<file path="src/rtl/alu_pkg.sv">
// Shared definitions for the multi-cycle ALU: op codes, default flag positions
// and the multiply/divide sequencing states.
package alu_pkg;

    localparam logic [3:0] ALU_OP_ADD   = 4'd0;
    localparam logic [3:0] ALU_OP_SUB   = 4'd1;
    localparam logic [3:0] ALU_OP_AND   = 4'd2;
    localparam logic [3:0] ALU_OP_OR    = 4'd3;
    localparam logic [3:0] ALU_OP_SLT   = 4'd4;
    localparam logic [3:0] ALU_OP_PASSB = 4'd5;
    localparam logic [3:0] ALU_OP_SLL   = 4'd6;
    localparam logic [3:0] ALU_OP_SRL   = 4'd7;
    localparam logic [3:0] ALU_OP_SRA   = 4'd8;
    localparam logic [3:0] ALU_OP_XOR   = 4'd9;
    localparam logic [3:0] ALU_OP_NOR   = 4'd10;
    localparam logic [3:0] ALU_OP_SLTU  = 4'd11;
    localparam logic [3:0] ALU_OP_MULT  = 4'd12;
    localparam logic [3:0] ALU_OP_MULTU = 4'd13;
    localparam logic [3:0] ALU_OP_DIV   = 4'd14;
    localparam logic [3:0] ALU_OP_DIVU  = 4'd15;

    localparam int ALU_ZERO_BIT = 0;
    localparam int ALU_OVF_BIT  = 1;
    localparam int ALU_DIVZ_BIT = 2;

    typedef enum logic [1:0] {
        ST_IDLE,
        ST_LOAD,
        ST_ITER,
        ST_FIX
    } alu_state_e;

    // Ops 12..15 share the 2'b11 prefix and go through the iterative unit.
    function automatic logic is_md_op(input logic [3:0] op);
        return op[3] & op[2];
    endfunction

endpackage

</file>
<file path="src/rtl/md_iter.sv">
// Unsigned WIDTH-step iterative engine: shift-add multiply or restoring divide.
// o_hi/o_lo present the post-step value, so they are final while o_done is high.
module md_iter #(
    parameter int WIDTH = 32
) (
    input  logic             clk,
    input  logic             rst,
    input  logic             i_start,
    input  logic             i_mul,
    input  logic [WIDTH-1:0] i_a,
    input  logic [WIDTH-1:0] i_b,
    output logic             o_done,
    output logic [WIDTH-1:0] o_hi,
    output logic [WIDTH-1:0] o_lo
);
    localparam int CNT_W = $clog2(WIDTH) + 1;

    logic             r_busy;
    logic             r_mul;
    logic [CNT_W-1:0] r_cnt;
    logic [WIDTH-1:0] r_b;
    logic [WIDTH-1:0] r_ph;
    logic [WIDTH-1:0] r_pl;

    logic [WIDTH:0]   w_sum;
    logic [WIDTH:0]   w_rem_sh;
    logic [WIDTH-1:0] w_diff;
    logic             w_qbit;
    logic [WIDTH-1:0] w_ph_next;
    logic [WIDTH-1:0] w_pl_next;

    // r_ph holds the partial product high half / running remainder,
    // r_pl holds the multiplier / dividend being shifted out and quotient bits in.
    always_comb begin
        w_sum    = {1'b0, r_ph} + (r_pl[0] ? {1'b0, r_b} : '0);
        w_rem_sh = {r_ph, r_pl[WIDTH-1]};
        w_qbit   = (w_rem_sh >= {1'b0, r_b});
        w_diff   = w_rem_sh[WIDTH-1:0] - r_b;
        if (r_mul) begin
            w_ph_next = w_sum[WIDTH:1];
            w_pl_next = {w_sum[0], r_pl[WIDTH-1:1]};
        end else begin
            w_ph_next = w_qbit ? w_diff : w_rem_sh[WIDTH-1:0];
            w_pl_next = {r_pl[WIDTH-2:0], w_qbit};
        end
    end

    assign o_done = r_busy && (r_cnt == CNT_W'(1));
    assign o_hi   = w_ph_next;
    assign o_lo   = w_pl_next;

    always_ff @(posedge clk) begin
        if (rst) begin
            r_busy <= 1'b0;
            r_mul  <= 1'b0;
            r_cnt  <= '0;
            r_b    <= '0;
            r_ph   <= '0;
            r_pl   <= '0;
        end else if (i_start) begin
            r_busy <= 1'b1;
            r_mul  <= i_mul;
            r_cnt  <= CNT_W'(WIDTH);
            r_b    <= i_b;
            r_ph   <= '0;
            r_pl   <= i_a;
        end else if (r_busy) begin
            r_ph  <= w_ph_next;
            r_pl  <= w_pl_next;
            r_cnt <= r_cnt - CNT_W'(1);
            if (o_done) begin
                r_busy <= 1'b0;
            end
        end
    end

endmodule

</file>
<file path="src/rtl/alu_md.sv">
// EX-stage ALU: single-cycle logic/arith/shift ops plus iterative MULT/DIV into
// HI/LO, with the zero/overflow/divide-by-zero flag word.
module alu_md
    import alu_pkg::*;
#(
    parameter int WIDTH    = 32,
    parameter int FLAG_W   = 32,
    parameter int ZERO_BIT = ALU_ZERO_BIT,
    parameter int OVF_BIT  = ALU_OVF_BIT,
    parameter int DIVZ_BIT = ALU_DIVZ_BIT
) (
    input  logic                       clk,
    input  logic                       rst,
    input  logic                       start,
    input  logic [3:0]                 op,
    input  logic [WIDTH-1:0]           x,
    input  logic [WIDTH-1:0]           y,
    input  logic [$clog2(WIDTH)-1:0]   shamt,
    input  logic [FLAG_W-1:0]          flag_in,
    output logic [WIDTH-1:0]           result,
    output logic [FLAG_W-1:0]          nflag,
    output logic [WIDTH-1:0]           hi,
    output logic [WIDTH-1:0]           lo,
    output logic                       busy,
    output logic                       done
);
    localparam logic [WIDTH-1:0] MOST_NEG = {1'b1, {(WIDTH-1){1'b0}}};

    alu_state_e        r_state;
    alu_state_e        w_state_next;
    logic              w_accept;
    logic              w_busy;

    logic [1:0]        r_md_op;
    logic [WIDTH-1:0]  r_x;
    logic [WIDTH-1:0]  r_y;
    logic [FLAG_W-1:0] r_flag;
    logic              r_neg_p;
    logic              r_neg_r;
    logic [WIDTH-1:0]  r_result;
    logic [FLAG_W-1:0] r_nflag;
    logic [WIDTH-1:0]  r_hi;
    logic [WIDTH-1:0]  r_lo;
    logic              r_done;

    logic [WIDTH-1:0]  w_sum;
    logic [WIDTH-1:0]  w_diff;
    logic [WIDTH-1:0]  w_res;
    logic              w_ovf;
    logic [FLAG_W-1:0] w_sc_flag;
    logic [FLAG_W-1:0] w_md_flag;

    logic              w_x_neg;
    logic              w_y_neg;
    logic [WIDTH-1:0]  w_abs_x;
    logic [WIDTH-1:0]  w_abs_y;
    logic              w_md_start;
    logic              w_md_done;
    logic [WIDTH-1:0]  w_it_hi;
    logic [WIDTH-1:0]  w_it_lo;
    logic [2*WIDTH-1:0] w_prod_fix;
    logic [WIDTH-1:0]  w_fix_hi;
    logic [WIDTH-1:0]  w_fix_lo;
    logic              w_divz;
    logic              w_md_ovf;
    logic              w_md_zero;

    assign w_accept = start && ((r_state == ST_IDLE) || (r_state == ST_FIX));

    always_ff @(posedge clk) begin
        if (rst) begin
            r_state <= ST_IDLE;
        end else begin
            r_state <= w_state_next;
        end
    end

    always_comb begin
        w_state_next = r_state;
        w_busy       = 1'b0;
        case (r_state)
            ST_IDLE, ST_FIX: begin
                w_state_next = (w_accept && is_md_op(op)) ? ST_LOAD : ST_IDLE;
            end
            ST_LOAD: begin
                w_busy       = 1'b1;
                w_state_next = ST_ITER;
            end
            ST_ITER: begin
                w_busy = 1'b1;
                if (w_md_done) begin
                    w_state_next = ST_FIX;
                end
            end
            default: w_state_next = ST_IDLE;
        endcase
    end

    always_comb begin
        w_sum  = x + y;
        w_diff = x - y;
        w_ovf  = 1'b0;
        case (op)
            ALU_OP_ADD: begin
                w_res = w_sum;
                w_ovf = (x[WIDTH-1] == y[WIDTH-1]) && (w_sum[WIDTH-1] != x[WIDTH-1]);
            end
            ALU_OP_SUB: begin
                w_res = w_diff;
                w_ovf = (x[WIDTH-1] != y[WIDTH-1]) && (w_diff[WIDTH-1] != x[WIDTH-1]);
            end
            ALU_OP_AND:   w_res = x & y;
            ALU_OP_OR:    w_res = x | y;
            ALU_OP_SLT:   w_res = {{(WIDTH-1){1'b0}}, ($signed(x) < $signed(y))};
            ALU_OP_PASSB: w_res = y;
            ALU_OP_SLL:   w_res = y << shamt;
            ALU_OP_SRL:   w_res = y >> shamt;
            ALU_OP_SRA:   w_res = $signed(y) >>> shamt;
            ALU_OP_XOR:   w_res = x ^ y;
            ALU_OP_NOR:   w_res = ~(x | y);
            ALU_OP_SLTU:  w_res = {{(WIDTH-1){1'b0}}, (x < y)};
            default:      w_res = '0;
        endcase
    end

    // Signed ops run the engine on magnitudes; signs are reapplied on completion.
    assign w_x_neg    = ~r_md_op[0] & r_x[WIDTH-1];
    assign w_y_neg    = ~r_md_op[0] & r_y[WIDTH-1];
    assign w_abs_x    = w_x_neg ? -r_x : r_x;
    assign w_abs_y    = w_y_neg ? -r_y : r_y;
    assign w_md_start = (r_state == ST_LOAD);

    md_iter #(
        .WIDTH(WIDTH)
    ) u_md_iter (
        .clk     (clk),
        .rst     (rst),
        .i_start (w_md_start),
        .i_mul   (~r_md_op[1]),
        .i_a     (w_abs_x),
        .i_b     (w_abs_y),
        .o_done  (w_md_done),
        .o_hi    (w_it_hi),
        .o_lo    (w_it_lo)
    );

    assign w_divz   = r_md_op[1] & (r_y == '0);
    assign w_md_ovf = r_md_op[1] & ~r_md_op[0] & (r_x == MOST_NEG) & (r_y == '1);

    always_comb begin
        w_prod_fix = r_neg_p ? -{w_it_hi, w_it_lo} : {w_it_hi, w_it_lo};
        w_fix_hi   = w_prod_fix[2*WIDTH-1:WIDTH];
        w_fix_lo   = w_prod_fix[WIDTH-1:0];
        w_md_zero  = ({w_it_hi, w_it_lo} == '0);
        if (r_md_op[1]) begin
            if (w_divz) begin
                w_fix_hi = r_x;
                w_fix_lo = '1;
            end else begin
                w_fix_hi = r_neg_r ? -w_it_hi : w_it_hi;
                w_fix_lo = r_neg_p ? -w_it_lo : w_it_lo;
            end
            w_md_zero = ~w_divz & (w_fix_lo == '0);
        end
    end

    // Overflow is sticky; divide-by-zero only ever gets set by a divide.
    for (genvar gi = 0; gi < FLAG_W; gi++) begin : g_flag
        if (gi == ZERO_BIT) begin : g_zero
            assign w_sc_flag[gi] = (w_res == '0);
            assign w_md_flag[gi] = w_md_zero;
        end else if (gi == OVF_BIT) begin : g_ovf
            assign w_sc_flag[gi] = flag_in[gi] | w_ovf;
            assign w_md_flag[gi] = r_flag[gi] | w_md_ovf;
        end else if (gi == DIVZ_BIT) begin : g_divz
            assign w_sc_flag[gi] = flag_in[gi];
            assign w_md_flag[gi] = r_flag[gi] | w_divz;
        end else begin : g_pass
            assign w_sc_flag[gi] = flag_in[gi];
            assign w_md_flag[gi] = r_flag[gi];
        end
    end

    always_ff @(posedge clk) begin
        if (rst) begin
            r_md_op  <= '0;
            r_x      <= '0;
            r_y      <= '0;
            r_flag   <= '0;
            r_neg_p  <= 1'b0;
            r_neg_r  <= 1'b0;
            r_result <= '0;
            r_nflag  <= '0;
            r_hi     <= '0;
            r_lo     <= '0;
            r_done   <= 1'b0;
        end else begin
            r_done <= 1'b0;
            if (w_accept) begin
                r_md_op <= op[1:0];
                r_x     <= x;
                r_y     <= y;
                r_flag  <= flag_in;
                if (!is_md_op(op)) begin
                    r_result <= w_res;
                    r_nflag  <= w_sc_flag;
                    r_done   <= 1'b1;
                end
            end
            if (r_state == ST_LOAD) begin
                r_neg_p <= w_x_neg ^ w_y_neg;
                r_neg_r <= w_x_neg;
            end
            if (w_md_done) begin
                r_hi    <= w_fix_hi;
                r_lo    <= w_fix_lo;
                r_nflag <= w_md_flag;
                r_done  <= 1'b1;
            end
        end
    end

    assign result = r_result;
    assign nflag  = r_nflag;
    assign hi     = r_hi;
    assign lo     = r_lo;
    assign busy   = w_busy;
    assign done   = r_done;

endmodule

</file>
<file path="config.mk">
export PLATFORM = sky130hd
export DESIGN_NAME = alu_md
export DESIGN_NICKNAME = d
export VERILOG_FILES = /design/src/rtl/alu_pkg.sv /design/src/rtl/md_iter.sv /design/src/rtl/alu_md.sv
export SDC_FILE = /design/constraint.sdc
export NUM_CORES = 2
export LEC_CHECK = 0
export BUFFER_PORTS_ARGS = -buffer_cell sky130_fd_sc_hd__buf_4
export CELL_PAD_IN_SITES_DETAIL_PLACEMENT = 0
export CELL_PAD_IN_SITES_GLOBAL_PLACEMENT = 1
export CORE_AREA = 4 4 281 283
export DETAILED_ROUTE_END_ITERATION = 8
export DIE_AREA = 0 0 285 287
export GPL_TIMING_DRIVEN = 0
export HOLD_SLACK_MARGIN = 0.06
export PLACE_DENSITY_LB_ADDON = 0.1
export SETUP_SLACK_MARGIN = 0.15
export SLEW_MARGIN = 20
export SYNTH_ARGS = -nofsm -noshare
export SYNTH_HDL_FRONTEND = slang
export SYNTH_SLANG_ARGS = --single-unit
</file>
<file path="constraint.sdc">
create_clock -name clk -period 5.1 [get_ports clk]
set_input_delay 0.255 -clock clk [delete_from_list [all_inputs] [get_ports clk]]
set_output_delay 0.255 -clock clk [all_outputs]
set_load 0.01 [all_outputs]
</file>
# [After elaboration in Yosys (flattened, before gate mapping)]
# Index checks and enable logic that the tools add are counted.
[op_classes] n_shift=3 n_reduce_logical=19 eq_ne=23 n_mux=34 n_addsub=10 bitwise=20 n_lt_le_gt_ge=3
[ops] cell="2-to-1 mux 32 bit" count=18
[ops] cell="case mux 32 bit (12 select lines)" count=1
[ops] cell="negator 32 bit" count=4
[ops] cell="zero test 32 bit" count=3
[ops] cell="== test 32 bit (second input constant)" count=2
[ops] cell="zero test 64 bit" count=1
[ops] cell="less-than comparator 32 bit" count=2
[ops] cell="2-to-1 mux 64 bit" count=1
[ops] cell="negator 64 bit" count=1
[ops] cell="subtractor 32 bit" count=2
[ops] cell="adder 32 x 33 -> 33 bit" count=1
[ops] cell=">= comparator 33 x 32 -> 1 bit" count=1
[ops] cell="adder 32 bit" count=1
[ops] cell="bitwise AND 32 bit" count=1
[ops] cell="NOT 32 bit" count=1
[ops] cell="bitwise OR 32 bit" count=1
[ops] cell="left shift 32 x 5 -> 32 bit" count=1
[ops] cell=">> shifter 32 x 5 -> 32 bit" count=1
[ops] cell=">>> shifter 32 x 5 -> 32 bit" count=1
[ops] cell="bitwise XOR 32 bit" count=1
[ops] cell="== test 4 x 3 -> 1 bit (second input constant)" count=4
[ops] cell="== test 4 bit (second input constant)" count=4
[ops] cell="2-to-1 mux 6 bit" count=2
[ops] cell="2-to-1 mux 1 bit" count=9
[ops] cell="other kinds (23)" count=48
[word_totals] input_bits=108 regBits=335 output_inout_bits=130 word_cells=131

# [Depth between registers and ports, before layout]
[logic_depth] depth_word=11 depth_mapped=26 ltp_nobuf=22

# [Modules after synthesis]
# From an unflattened synthesis, not the netlist that was laid out.
[hier_totals] cells_unflattened=4370 hier_area_um2=31501.5
[by_module_without_submodules] mod="alu_md" cells_per_inst=3188 seq_area_each_um2=4604.4 area_per_inst_um2=22542.9 n_inst=1
[by_module_without_submodules] mod="md_iter" cells_per_inst=1182 seq_area_each_um2=2082.0 area_per_inst_um2=8958.6 n_inst=1

# [Worst setup path after synthesis]
# Ideal clock, no wire load.
[synth_path] path_kind="register to register" startpoint="register u_md_iter.r_b[28]" endpoint="register r_hi[30] (netlist: hi[30])" synth_period_minus_slack_ns=4.942 path_buffers=3 path_stages_with_launch=23 setup_time_ns=0.095 t_arrival_ns=4.847 slack_ns=0.158 t_required_ns=5.005 cell_sequence="dfxtp_1 -> inv_1 -> ha_1 -> a211oi_2 -> o21bai_1 -> a2111oi_4 -> nand3_1 -> o22ai_2 -> buf_6 -> buf_2 -> o21ai_0 -> inv_1 -> ha_1 -> o211ai_1 -> or2_2 -> or2_2 -> or2_2 -> clkbuf_1 -> nor3_1 -> nand4b_1 -> o21ai_0 -> xor2_1 -> a221oi_1"
[synth_via] elab_chain_len=7 elab_cells_between_ends=13 classes_between="add/sub (4); order compare (1); mux (8)"
[synth_rtl] item="start, declared" line="md_iter.sv:21" rtl="logic [WIDTH-1:0] r_b;"
[synth_rtl] item="start signal, assigned" line="md_iter.sv:64" rtl="r_b <= i_b;"
[synth_rtl] item="2-to-1 mux 32 bit (tied with other cells)" line="md_iter.sv:35" rtl="w_sum = {1'b0, r_ph} + (r_pl[0] ? {1'b0, r_b} : '0);"
[synth_rtl] item="adder 32 x 33 -> 33 bit or 2-to-1 mux 32 bit (tied branches)" line="md_iter.sv:35, md_iter.sv:43"
[synth_rtl] item="2-to-1 mux 32 bit" line="md_iter.sv:39" rtl="if (r_mul) begin"
[synth_rtl] item="negator 32 bit" line="alu_md.sv:160" rtl="w_fix_hi = r_neg_r ? -w_it_hi : w_it_hi;"
[synth_rtl] item="2-to-1 mux 32 bit" line="alu_md.sv:160"
[synth_rtl] item="2-to-1 mux 32 bit" line="alu_md.sv:156" rtl="if (w_divz) begin"
[synth_rtl] item="2-to-1 mux 32 bit *" line="alu_md.sv:155" rtl="if (r_md_op[1]) begin"
[synth_rtl] item="end signal, assigned" line="alu_md.sv:215" rtl="r_hi <= w_fix_hi;"
[synth_rtl] item="end, declared" line="alu_md.sv:42" rtl="logic [WIDTH-1:0] r_hi;"
# Every way passes the cells marked *; elsewhere a longest branch is shown, timed or not.
# A chain may end at the register's enable or synchronous reset.

# [Worst setup path in the final report]
[layout_path] startpoint="register u_md_iter.r_mul" endpoint="register r_nflag[0] (netlist: nflag[0])"
[layout_via] elab_chain_len=9 elab_cells_between_ends=11 classes_between="add/sub (1); mux (7); bitwise (1); reduce/logical (2)"
[layout_rtl] item="start, declared" line="md_iter.sv:19" rtl="logic r_mul;"
[layout_rtl] item="start signal, assigned" line="md_iter.sv:62" rtl="r_mul <= i_mul;"
[layout_rtl] item="2-to-1 mux 32 bit" line="md_iter.sv:39"
[layout_rtl] item="negator 32 bit" line="alu_md.sv:161" rtl="w_fix_lo = r_neg_p ? -w_it_lo : w_it_lo;"
[layout_rtl] item="2-to-1 mux 32 bit" line="alu_md.sv:161"
[layout_rtl] item="2-to-1 mux 32 bit" line="alu_md.sv:156"
[layout_rtl] item="2-to-1 mux 32 bit" line="alu_md.sv:155"
[layout_rtl] item="zero test 32 bit" line="alu_md.sv:163" rtl="w_md_zero = ~w_divz & (w_fix_lo == '0);"
[layout_rtl] item="bitwise AND 1 bit" line="alu_md.sv:163"
[layout_rtl] item="2-to-1 mux 1 bit *" line="alu_md.sv:155"
[layout_rtl] item="2-to-1 mux 32 bit *" line="alu_md.sv:214" rtl="if (w_md_done) begin"
[layout_rtl] item="end signal, assigned" line="alu_md.sv:206" rtl="r_nflag <= w_sc_flag;"
[layout_rtl] item="end signal, assigned" line="alu_md.sv:217" rtl="r_nflag <= w_md_flag;"
[layout_rtl] item="end, declared" line="alu_md.sv:41" rtl="logic [FLAG_W-1:0] r_nflag;"
# Every way passes the cells marked *; elsewhere a longest branch is shown, timed or not. The select of a mux whose other input is x is not followed.

==> impl_metrics.tcl <==
set metrics [dict create \
    critPathMaxStageDelay_ns 0.35 \
    clock_skew_ns 0.0530 \
    root_buffer "clkbuf_16" \
    track_usage 0.391 \
    synth_edf_count 0 \
    ir_drop_mv 0.827 \
    seqPwrFrac 0.130 \
    place_inst 5594 \
    crit_chain "clkbuf_4, buf_4, buf_4, buf_4, buf_4, clkbuf_4, o21ai_4, inv_2, ha_4, o211ai_1, buf_4, buf_6, o41ai_4, xor2_1, nor2_2, nand2_1, nor3_2, nand4_1, nor4_4, nand4_1, o21ai_2, nor2_4, o21ai_2" \
    multi_input_area_um2 23500 \
    wl_per_cell_um 29.1 \
    cts_buffers 41 \
    clkLatencyLatePin_ns 0.61 \
    fin_nets 4986 \
    grt_remaining_overflow 0 \
    yosysWarnings 0 \
    required_ns 5.60 \
    slowest_stage "dfxtp_1" \
    tritoncts "yes" \
    synth_area_leaders "dfxtp_1 (21%), ha_1 (6.8%), nand2_1 (6.5%)" \
    ys_seq_area_frac 0.215 \
    clkSlewWorstSetupHoldPaths_ns 0.06 \
    grt_pass1_wl_um 240000 \
    drtIter0Drc 4245 \
    crit_arrival_ns 5.49 \
    period_needed_ns 4.99 \
    swShare 0.545 \
    port_buffers 233 \
    grt_pass1_vias 34614 \
    crit_top_cell "buf_4" \
    critPathKind "reg2reg" \
    synth.most_common_cell "nand2_1" \
    syn_area_per_cell_um2 7.21 \
    netlist_instances 4319 \
    critPathMaxFanout 10 \
    fin_crit_sh 0.978 \
    cp-start-kind "register" \
    rsz0062_at_grt "yes" \
    antenna_found_initial 5 \
    slew_viol_final 0 \
    die_height_um 287 \
    max_freq_mhz 200 \
    syn_area_um2 31200 \
    setup_violations 0 \
    power_frac_comb 0.758 \
    antenna_left 0 \
    fin_ws_ns 0.110 \
    start_util 0.406 \
    ys_ff_latch 334 \
    fin_setup_tns_ns 0 \
    wl_um 168000 \
    gp_congestion 1.06 \
    min_path_type "in2reg" \
    fill_cells 7930 \
    maxCapViolCount 0 \
    grt_max_degree 14 \
    leakage_nw 14.8 \
    core_area_um2 76700 \
    yosys.area.top_type_share 0.215 \
    cts_num_sinks 334 \
    first_pass_iters 6 \
    die_w_um 285 \
    postPlaceCellArea_um2 34300 \
    rows 102 \
    hpwl_um 132000 \
    synth_area_leader_cell "dfxtp_1" \
    synth_flop_cell "dfxtp_1" \
    cts.path.max_buffers 3 \
    worstHoldPathCells 3 \
    p_sw_mw 15.3 \
    powerDensity_nw_per_um2 741 \
    drc 0 \
    boundaryPins 238 \
    yosys-top-cells-count "nand2_1 (543), nor2_1 (539), a21oi_1 (364)" \
    tightest_slew_ns 1.21 \
    instances_no_fill 5776 \
    worstSetupEndpointType "register" \
    synth_nets 4600 \
    hold_violations 0 \
    final_cell_area_um2 37900 \
    synthArstFlopShare 0 \
    vias 36806 \
    dp_slack_ns -3.23 \
    p_clk_frac 0.112 \
    synthDistinctLibCells 98 \
    status "completed" \
    seqCellArea_um2 6740 \
    drive_gt1_frac 0.147 \
    die_area_um2 81800 \
    cts_max_level 2 \
    internal-power_mw 12.8 \
    rr_worst_depth 23 \
    syn2layout_area_growth_pct 21.5 \
    routed_via_density 6.37 \
    fin_hold_ws_ns 0.101 \
    slew_headroom 0.187 \
]
[routing by layer]
layer / wire [µm] / global-route usage / vias to the layer above
met5: 31 / 0 / -
met4: 14000 / 0.261 / 4
met3: 13900 / 0.0594 / 562
met2: 73300 / 0.619 / 2182
met1: 66900 / 0.494 / 17577
li1: - / - / 16481
[worst paths after layout]
path,from,endpoint,slack (ns)
setup / recovery,u_md_iter.r_mul,nflag[0],0.11
setup reg to reg,u_md_iter.r_mul,nflag[0],0.11
hold reg to reg,r_flag[10],r_flag[10],0.46
hold / removal,y[21],r_y[21],0.10
[cell type report]
type                            instances  area share
Multi-Input combinational cell       3458       0.620
Sequential cell                       334       0.178
Timing Repair Buffer                  349      0.0741
Buffer                                340      0.0384
Tap cell                             1040      0.0344
Clock buffer                           54      0.0292
Inverter                              181      0.0179
Clock inverter                         17     0.00777
Antenna cell                            3    0.000198
[repair_timing]
action                     in CTS  in global routing
hold buffers                   68                  0
gates resized for setup       158                162
setup endpoints to repair      88                 39
pin swaps                      22                 40
hold endpoints to repair       98                  0
buffers inserted               27                 19
[layout by cell type, fill, tap and decap left out, types with 18 or more instances in the layout]
| cell | Yosys | routed |
|---|---|---|
| nand2_1 | 543 | 542 |
| nor2_1 | 539 | 531 |
| a21oi_1 | 364 | 360 |
| dfxtp_1 | 334 | 305 |
| buf_4 | 1 | 287 |
| clkbuf_1 | 279 | 258 |
| o21ai_0 | 239 | 221 |
| inv_1 | 179 | 178 |
| ha_1 | 169 | 157 |
| a211oi_1 | 135 | 127 |
| nor3_1 | 131 | 119 |
| xnor2_1 | 104 | 104 |
| mux2i_1 | 104 | 101 |
| xor2_1 | 89 | 88 |
| dlygate4sd3_1 | 0 | 68 |
| nand3_1 | 67 | 62 |
| mux4_2 | 61 | 61 |
| a21o_1 | 52 | 52 |
| and2_1 | 51 | 51 |
| a311oi_1 | 52 | 51 |
| o211ai_1 | 43 | 43 |
| a31oi_1 | 50 | 42 |
| nand4_1 | 41 | 41 |
| clkbuf_16 | 0 | 41 |
| or3_1 | 35 | 35 |
| a221oi_1 | 34 | 32 |
| and3_1 | 31 | 31 |
| o31ai_1 | 39 | 31 |
| nand2b_1 | 28 | 28 |
| nor2b_1 | 27 | 27 |
| buf_1 | 43 | 27 |
| nor4_1 | 36 | 27 |
| o22ai_1 | 27 | 27 |
| clkbuf_2 | 0 | 26 |
| dfxtp_2 | 0 | 22 |
| a22oi_1 | 21 | 19 |
| o21a_1 | 18 | 18 |
| o221ai_1 | 21 | 18 |
[state kept, by name, summed over array words and instances, names as in the netlist, 32 cells and up]
register and flops:
hi 32, lo 32, nflag 32, r_x 32, r_y 32, result 32, u_md_iter.r_b 32, u_md_iter.r_ph 32
u_md_iter.r_pl 32
[critical path: cells and delay by family (launching register included)]
| kind | cells | cell delay (ns) |
|---|---|---|
| AOI/OAI and AO/OA | 5 | 0.79 |
| xor gates and xnor gates | 1 | 0.14 |
| adders and majority gates | 1 | 0.14 |
| buffers and inverters | 9 | 2.40 |
| DFF | 1 | 0.35 |
| and+or+nand+nor | 7 | 1.02 |
[power groups by stage]
stage / Combinational, mW / Clock (mW) / Sequential (mW)
6_report: 21.2 / 3.14 / 3.65
5_1_grt: 22.2 / 3.26 / 3.69
3_5_place_dp: 16.7 / 0 / 3.65
3_3_place_gp: 16.7 / 0 / 3.64
2_1_floorplan: 11.2 / 0 / 3.46
4_1_cts: 18.8 / 3.18 / 3.60
[logic make-up (layout without fill, tap and decap cells)]
family	count (synthesis)	count (layout)	synth area share
DFF	334	334	0.215
muxes	181	181	0.0833
xor gates and xnor gates	193	193	0.0543
buffers and inverters	527	941	0.0647
AOI/OAI and AO/OA	1297	1297	0.278
and+or+nand+nor	1614	1614	0.235
other	0	3	0
adders and majority gates	173	173	0.0704
[stage by stage]
| step | utilization | total power, mW |
|---|---|---|
| after detailed placement | 0.447 | 20.3 |
| after global placement | 0.446 | 20.4 |
| after CTS | 0.483 | 25.6 |
| after global routing | 0.493 | 29.2 |
| after floorplan | - | 14.6 |
| final | 0.493 | 28.0 |
Power figures use the tool's default switching activity.
